===== src/rtl/uart_pkg.sv =====
// Shared widths and limits for the UART receive path, plus the prescale
// normalisation used wherever the oversampling ratio is consumed.
package uart_pkg;

  localparam int PRESCALE_W = 5;
  localparam int BIT_CNT_W  = 4;

  localparam logic [PRESCALE_W-1:0] MIN_PRESCALE = 5'd8;
  localparam logic [BIT_CNT_W-1:0]  BIT_CNT_MAX  = 4'd15;

  // Odd ratios are rounded down to even, anything below the minimum is clamped up.
  function automatic logic [PRESCALE_W-1:0] eff_prescale(input logic [PRESCALE_W-1:0] raw);
    logic [PRESCALE_W-1:0] even;
    even = {raw[PRESCALE_W-1:1], 1'b0};
    return (even < MIN_PRESCALE) ? MIN_PRESCALE : even;
  endfunction

endpackage


===== src/rtl/uart_sync.sv =====
// Multi-flop synchroniser for an asynchronous single-bit input; the whole
// chain loads rst_val on reset so the output is defined from the first cycle.
module uart_sync #(
  parameter int STAGES = 2
) (
  input  logic clk,
  input  logic rst,
  input  logic d,
  input  logic rst_val,
  output logic q
);

  logic [STAGES-1:0] chain;

  always_ff @(posedge clk) begin
    if (rst) begin
      chain <= {STAGES{rst_val}};
    end else begin
      chain <= {chain[STAGES-2:0], d};
    end
  end

  assign q = chain[STAGES-1];

endmodule


===== src/rtl/uart_rx_sampler.sv =====
// UART receive front-end: line synchroniser, edge/bit pacing counters and a
// 3-sample mid-bit majority vote for the receive FSM.
module uart_rx_sampler
  import uart_pkg::*;
#(
  parameter int SYNC_STAGES = 2
) (
  input  logic                  clk,
  input  logic                  rst,
  input  logic                  RX_IN,
  input  logic [PRESCALE_W-1:0] Prescale,
  input  logic                  counter_enable,
  input  logic                  data_sample_en,
  output logic                  rx_sync,
  output logic [PRESCALE_W-1:0] edge_count,
  output logic [BIT_CNT_W-1:0]  bit_count,
  output logic                  sampled_bit,
  output logic                  sample_valid,
  output logic                  prescale_err
);

  logic [PRESCALE_W-1:0] p_eff;
  logic [PRESCALE_W-1:0] p_last;
  logic [PRESCALE_W-1:0] half;
  logic [PRESCALE_W-1:0] half_m1;
  logic [PRESCALE_W-1:0] half_p1;
  logic                  at_s0;
  logic                  at_s1;
  logic                  at_s2;
  logic                  s0;
  logic                  s1;
  logic                  got_s0;
  logic                  got_s1;
  logic                  vote;

  assign prescale_err = (Prescale < MIN_PRESCALE) || Prescale[0];

  assign p_eff   = eff_prescale(Prescale);
  assign p_last  = p_eff - 5'd1;
  assign half    = {1'b0, p_eff[PRESCALE_W-1:1]};
  assign half_m1 = half - 5'd1;
  assign half_p1 = half + 5'd1;

  uart_sync #(
    .STAGES (SYNC_STAGES)
  ) u_sync (
    .clk     (clk),
    .rst     (rst),
    .d       (RX_IN),
    .rst_val (1'b1),
    .q       (rx_sync)
  );

  // A shrinking prescale can leave edge_count beyond the new wrap point, hence >=.
  always_ff @(posedge clk) begin
    if (rst || !counter_enable) begin
      edge_count <= '0;
      bit_count  <= '0;
    end else if (edge_count >= p_last) begin
      edge_count <= '0;
      if (bit_count != BIT_CNT_MAX) begin
        bit_count <= bit_count + 4'd1;
      end
    end else begin
      edge_count <= edge_count + 5'd1;
    end
  end

  assign at_s0 = data_sample_en && (edge_count == half_m1);
  assign at_s1 = data_sample_en && (edge_count == half);
  assign at_s2 = data_sample_en && (edge_count == half_p1);

  // The third sample feeds the vote directly, so the result is visible at P/2+2.
  assign vote = (s0 & s1) | (s0 & rx_sync) | (s1 & rx_sync);

  // got_s0/got_s1 require the three captures on consecutive enabled cycles,
  // so any drop of data_sample_en discards a partial bit.
  always_ff @(posedge clk) begin
    if (rst) begin
      s0           <= 1'b1;
      s1           <= 1'b1;
      got_s0       <= 1'b0;
      got_s1       <= 1'b0;
      sampled_bit  <= 1'b1;
      sample_valid <= 1'b0;
    end else begin
      got_s0       <= at_s0;
      got_s1       <= at_s1 && got_s0;
      sample_valid <= at_s2 && got_s1;
      if (at_s0) begin
        s0 <= rx_sync;
      end
      if (at_s1) begin
        s1 <= rx_sync;
      end
      if (at_s2 && got_s1) begin
        sampled_bit <= vote;
      end
    end
  end

endmodule


===== config.mk =====
export PLATFORM = sky130hd
export DESIGN_NAME = uart_rx_sampler
export DESIGN_NICKNAME = d
export VERILOG_FILES = /design/src/rtl/uart_pkg.sv /design/src/rtl/uart_sync.sv /design/src/rtl/uart_rx_sampler.sv
export SDC_FILE = /design/constraint.sdc
export NUM_CORES = 1
export LEC_CHECK = 0
export ABC_AREA = 1
export BUFFER_PORTS_ARGS = -buffer_cell sky130_fd_sc_hd__buf_2
export CORE_UTILIZATION = 30
export DETAILED_ROUTE_END_ITERATION = 8
export PLACE_DENSITY_LB_ADDON = 0.2
export SYNTH_ARGS = -nofsm -noshare
export SYNTH_HDL_FRONTEND = slang
export SYNTH_HIERARCHICAL = 1
export SYNTH_SLANG_ARGS = --single-unit
export TNS_END_PERCENT = 20

===== constraint.sdc =====
create_clock -name clk -period 2.04 [get_ports clk]
set_input_delay 0.408 -clock clk [delete_from_list [all_inputs] [get_ports clk]]
set_output_delay 0.408 -clock clk [all_outputs]
set_load 0.02 [all_outputs]

==> results of run 1 <==
report_power, final:
| group | total [mW] | internal [mW] | switching, mW | leakage [nW] |
|---|---|---|---|---|
| Combinational | 0.137 | 0.0555 | 0.0815 | 0.567 |
| Sequential | 0.347 | 0.339 | 0.00798 | 0.138 |
| Clock | 0.249 | 0.135 | 0.114 | 0.0255 |
| Total | 0.733 | 0.530 | 0.203 | 0.731 |
synthesized netlist by cell type:
cell | n | share of area, %
conb_1 | 1 | 0.34
nand2_2 | 4 | 2.2
a21oi_1 | 5 | 2.2
nand3_2 | 4 | 3.6
nand2_4 | 1 | 1.0
inv_4 | 1 | 0.56
a21boi_0 | 1 | 0.67
nor2_1 | 16 | 5.4
nor2_2 | 2 | 1.1
nand4_1 | 6 | 3.4
maj3_1 | 1 | 0.90
buf_6 | 1 | 1.0
inv_2 | 1 | 0.34
xor2_1 | 3 | 2.4
xnor2_1 | 1 | 0.78
o21ai_1 | 2 | 0.90
ha_1 | 8 | 9.0
nand2_1 | 44 | 15
dfxtp_1 | 17 | 30
nand3_1 | 22 | 9.9
nand3b_1 | 1 | 0.67
o21bai_1 | 1 | 0.67
inv_1 | 21 | 7.1
nor3b_1 | 1 | 0.67
kinds of logic (layout without fill, tap and decap cells):
family | after synthesis | after routing | share of synthesized area, %
and+or+nand+nor | 101 | 101 | 42.7
buffers and inverters | 24 | 59 | 8.97
DFF | 17 | 17 | 30.5
adders and majority gates | 9 | 9 | 9.87
AOI/OAI and AO/OA | 9 | 9 | 4.48
xor gates and xnor gates | 4 | 4 | 3.14
other | 1 | 1 | 0.336
how the worst max path moves through the flow:
stage,endpoint,slack [ns],depth (start not counted)
global route,bit_count[1]$_SDFFE_PP0P_,-0.003,16
global placement,bit_count[3]$_SDFFE_PP0P_,-0.12,14
CTS,bit_count[2]$_SDFFE_PP0P_,0.06,14
floorplan,bit_count[2]$_SDFFE_PP0P_,0.001,16
finish,bit_count[2]$_SDFFE_PP0P_,0.12,14
detailed placement,bit_count[2]$_SDFFE_PP0P_,-0.19,14
layout make-up:
type	instances	area [um^2]	share of cell area, %
clock buffer	3	41.3	2.93
clock inverter	1	5.00	0.356
inverter	23	88.8	6.31
multi-input combinational	124	689	49.0
sequential	17	340	24.2
tap	46	57.6	4.09
timing repair buffer	32	185	13.2
timing repair:
item / 4_1_cts / 5_1_grt
setup endpoints to repair: 0 / 9
resized for setup: 0 / 2
buffers inserted: 0 / 0
hold endpoints to repair: 0 / 0
worst max-delay path, stage by stage:
cell and delay, ns:
buf_2 0.13, o21ai_2 0.16, ha_2 0.21, inv_1 0.06
nand3_1 0.09, nand2_1 0.06, ha_1 0.26, nand2_1 0.04
inv_1 0.07, nand4_1 0.12, nand3_2 0.15, nand2_2 0.09
o21bai_1 0.15, nor2_1 0.05
layer usage:
metal  vias up  part of all wire, %
li1        599                    -
met1       486                   48
met2        18                   49
met3         3                  2.9
met4         0                 0.31
met5         -                    0
through the flow:
step | power, mW | setup WS, ns | cells | TNS [ns]
after floorplan | 0.438 | 0.00121 | 165 | 0
after global routing | 0.775 | -0.00316 | 246 | -0.00316
after global placement | 0.488 | -0.116 | 242 | -0.750
after detailed placement | 0.490 | -0.195 | 242 | -1.19
final | 0.733 | 0.125 | 246 | 0
after CTS | 0.743 | 0.0620 | 246 | 0
==> results.ini, run 1 <==
[status]
status=finished clean

[sta]
min_period_ns=1.92
slew_violations=0
finClkSkew_ns=0.00239
fin_crit_sh_pct=93.9
hold_slack_ns=0.344
setup_viol=0
hold_viol=0
rsz0062_at_grt=true
fmax_mhz=522

[cells_and_area]
areaGrowthSynthToFinish_pct=26.1
reg_top3=edge_count x5, bit_count x4, u_sync/chain x2
utilization_pct=40.9
final_common_cell=nand2_1
final_area_um2=1410
regMostFlops=edge_count
largest_reg_flops=5
fillers=383
layout_common_cells=43 x nand2_1, 22 x buf_2, 21 x inv_1, 21 x nand3_1, 17 x dfxtp_1
insertedDiodeCount=0
nets=219
final_layout_size_suffix_gt1_share_pct=26.5

[global_routing]
globalRouteOverflowTotal=0
grt_use_total_pct=14.1
antenna_found_initial=0
grtUsageMet3_pct=3.28
grt_max_degree=11
grt_pass1_wl_mm=4.53
top_usage_layer=met2
grtUsageMet2_pct=26.2
first_global_vias=1116
gr-usage-met1_pct=16.5

[clock_network]
htreeDepth=1
numCtsBuffers=3
cts_max_path_buffers=2
ctsHoldBuffers=0
cts_tree=done
clk_pin_slew_worst_paths_ns=0.07
root_buffer=clkbuf_8
clock_latency_ns=0.25
clkSinkCount=17

[die]
die_x_um=63.0
core-area_um2=3440
fp.dieH_um=63.0
rows=21
io_pins=23
die_area_um2=3970
start_util_pct=32.4

[route]
vias_per_cell=4.50
wire_per_inst_um=10.6
ant_nets=0
drc_errors=0
dr.first_iter.drc_count=47
routed_wl_mm=2.61
dr.pass1.iters=4
vias=1106

[synthesis]
ys_ff_latch=17
synth_area_per_cell_um2=6.76
ys_seq_area_share_pct=30.5
synth_cell_types=24
synth_cells=165
synth_fp_nets=183
yosys_warnings=6
syn_area_um2=1120

[setup_path]
crit_type=input port to flip-flop
startpoint=Prescale[4]
r2r-end=bit_count[1]$_SDFFE_PP0P_
startpoint_type=input port
reg2reg_from=edge_count[2]$_SDFF_PP0_
r2r_setup_slack_ns=0.45
reg2regPathDepth=8
critPathArrivalTime_ns=2.06
required_ns=2.19
path_max_fanout=5
cp-end-kind=flip-flop

[placed_design]
placed_cell_area_um2=1360
port_buffers=22
place_congestion=0.892
hpwl_mm=2.13

[hold_path]
hold_end=u_sync/chain[0]$_DFF_P_
hold_start=RX_IN
hold_depth=3
min_path_type=input port to flip-flop

[pwr]
p_per_area_nw_per_um2=521
peakVddDrop_mv=0.357
p_leak_nw=0.731

[job]
max_cap_viol_count=0

Note: power is estimated with default switching activity, not from simulation.
==> inputs of run 2 (changes only) <==
- CORE_UTILIZATION: 30 -> 25
==> run 2 against run 1 <==
Effect of this change:
- register-to-register slack improved by 0.12 ns
- sequential cell count unchanged
- via count shrank 0.54%
- non-clock buffer count up 2
- sequential power is essentially flat
- maximum frequency grew 2.6%
- count of clock-buffer cells in the layout is 1 higher
- sequential share of layout area down 0.53 points
- utilization is 6.2 points lower
==> results.ini, run 2 (synthesis results as in run 1) <==
[pwr]
p_int_uw=535  ; +0.96%
p_leak_nw=0.737  ; +0.85%
clkPwrFrac_pct=34.3  ; +0.3 points
p_total_uw=740  ; +1.0%
sw_frac_of_total_pct=27.8  ; +0.041 points
peakVddDrop_mv=0.336  ; -6.0%
power_switching_uw=206  ; +1.2%
p_per_area_nw_per_um2=515  ; -1.2%
power_frac_comb_pct=18.9  ; +0.2 points
seqPwrFrac_pct=46.8  ; -0.5 points

[cells_and_area]
final_layout_size_suffix_gt1_share_pct=29.2  ; +2.7 points
largest_reg_flops=5  ; unchanged
nets=221  ; +0.91%
utilization_pct=34.7  ; -6.2 points
final_common_cell=nand2_1
layoutNonFillerInstCount=252  ; +2.4%
layout_common_cells=43 x nand2_1, 22 x buf_2, 20 x nand3_1, 19 x inv_1, 17 x dfxtp_1
areaGrowthSynthToFinish_pct=28.9
insertedDiodeCount=0  ; unchanged
regMostFlops=edge_count
reg_top3=edge_count x5, bit_count x4, u_sync/chain x2
fillers=461  ; +20%

[route]
dr.pass1.iters=4  ; unchanged
dr.first_iter.drc_count=62  ; +32%
vias=1100  ; -0.54%
routed_wl_mm=2.63  ; +0.77%
vias_per_cell=4.37  ; -2.9%
drc_errors=0  ; unchanged
ant_nets=0  ; unchanged
wire_per_inst_um=10.4  ; -1.6%

[sta]
fin_crit_sh_pct=91.5  ; -2.4 points
setup_viol=0  ; unchanged
slew_violations=0  ; unchanged
rsz0062_at_grt=false
setup_tns_ns=0  ; unchanged
min_period_ns=1.87  ; -0.0489 ns
fmax_mhz=536  ; +2.6%
finClkSkew_ns=0.00143  ; -0.000965 ns
hold_viol=0  ; unchanged

[placed_design]
place_congestion=0.749  ; -16%
dp.cells=248  ; +2.5%
hpwl_mm=2.17  ; +2.0%
port_buffers=22  ; unchanged

[clock_network]
htreeDepth=1  ; unchanged
cts_max_path_buffers=2  ; unchanged
root_buffer=clkbuf_8
clock_latency_ns=0.25  ; about the same
ctsHoldBuffers=0  ; unchanged
clkSinkCount=17  ; unchanged
numCtsBuffers=3  ; unchanged
clk_pin_slew_worst_paths_ns=0.06  ; about the same
cts_tree=done

[global_routing]
grt_use_total_pct=12.1  ; -2.0 points
antenna_found_initial=0  ; unchanged
globalRouteOverflowTotal=0  ; unchanged
grt_pass1_wl_mm=4.18  ; -7.6%
first_global_vias=962  ; -14%
grt_max_degree=10  ; -1

[die]
fp.dieH_um=68.8  ; +9.2%
rows=23  ; +9.5%
io_pins=23  ; unchanged
die_area_um2=4740  ; +19%
core-area_um2=4140  ; +20%
start_util_pct=26.9  ; -5.5 points
die_x_um=68.8  ; +9.2%

[setup_path]
startpoint_type=input port
crit_type=input port to flip-flop
path_max_fanout=5  ; unchanged
required_ns=2.19  ; about the same
critPathArrivalTime_ns=2.02  ; -0.04 ns
cp-end-kind=flip-flop

[status]
status=finished clean

[hold_path]
min_path_type=input port to flip-flop

[job]
max_cap_viol_count=0  ; unchanged

==> run 2: cell types whose count changed in the layout (fill, tap and decap cells not counted), sizes merged <==
cell    before  now
buf         32   34
clkbuf       3    4
clkinv       1    0
==> run 2: per-stage QoR <==
stage	setup slack (ns)	instance area (um^2)	hold WS, ns
global route	0.00150	1440	0.350
finish	0.174	1440	0.338
global placement	-0.135	1380	0.405
CTS	0.0883	1420	0.337
floorplan	0.00121	1120	0.396
detailed placement	-0.176	1380	0.412
==> run 2: worst paths after layout <==
kind	depth (start not counted)	from	slack, ns	end
max	16	Prescale[3]	0.17	bit_count[2]$_SDFFE_PP0P_
max reg2reg	6	edge_count[4]$_SDFF_PP0_	0.57	bit_count[3]$_SDFFE_PP0P_
min reg2reg	2	u_sync/chain[0]$_DFF_P_	0.42	u_sync/chain[1]$_DFF_P_
min	3	RX_IN	0.34	u_sync/chain[0]$_DFF_P_
==> run 2: layout make-up <==
class	instances	area (um^2)	area share (%)
clock buffer	4	45.0	3.13
sequential	17	340	23.7
tap	50	62.6	4.35
inverter	23	88.8	6.17
timing repair buffer	34	200	13.9
multi-input combinational	124	702	48.8
==> run 2: layer usage <==
layer / global-route usage [%] / routed length, um / part of all wire [%] / vias to the layer above
li1: - / - / - / 605
met1: 17.4 / 1470 / 56 / 463
met2: 17.8 / 1000 / 38 / 28
met3: 2.47 / 135 / 5.1 / 4
met4: 3.83 / 21 / 0.80 / 0
met5: 0 / 0 / 0 / -
==> run 2: worst max-delay path, cell delays in order <==
cell and delay, ns:
buf_2 0.12, inv_2 0.07, nand2_4 0.05, nand2_2 0.06
ha_2 0.20, inv_2 0.05, nand3_2 0.07, nand2_1 0.06
ha_1 0.26, nand2_1 0.05, inv_2 0.06, nand4_1 0.11
nand3_2 0.16, nand2_2 0.09, o21bai_1 0.15, nor2_1 0.05
==> run 2: power by group through the flow <==
| stage | logic [mW] | registers (mW) | clock network [mW] |
|---|---|---|---|
| floorplan | 0.0819 | 0.357 | 0 |
| global placement | 0.138 | 0.354 | 0 |
| detailed placement | 0.138 | 0.354 | 0 |
| CTS | 0.138 | 0.347 | 0.263 |
| global route | 0.161 | 0.348 | 0.273 |
| finish | 0.140 | 0.347 | 0.254 |
==> run 2: timing repair <==
item | 4_1_cts | 5_1_grt
resized for setup | 0 | 7
buffers inserted | 0 | 0
endpoints found under the setup margin | 0 | 9
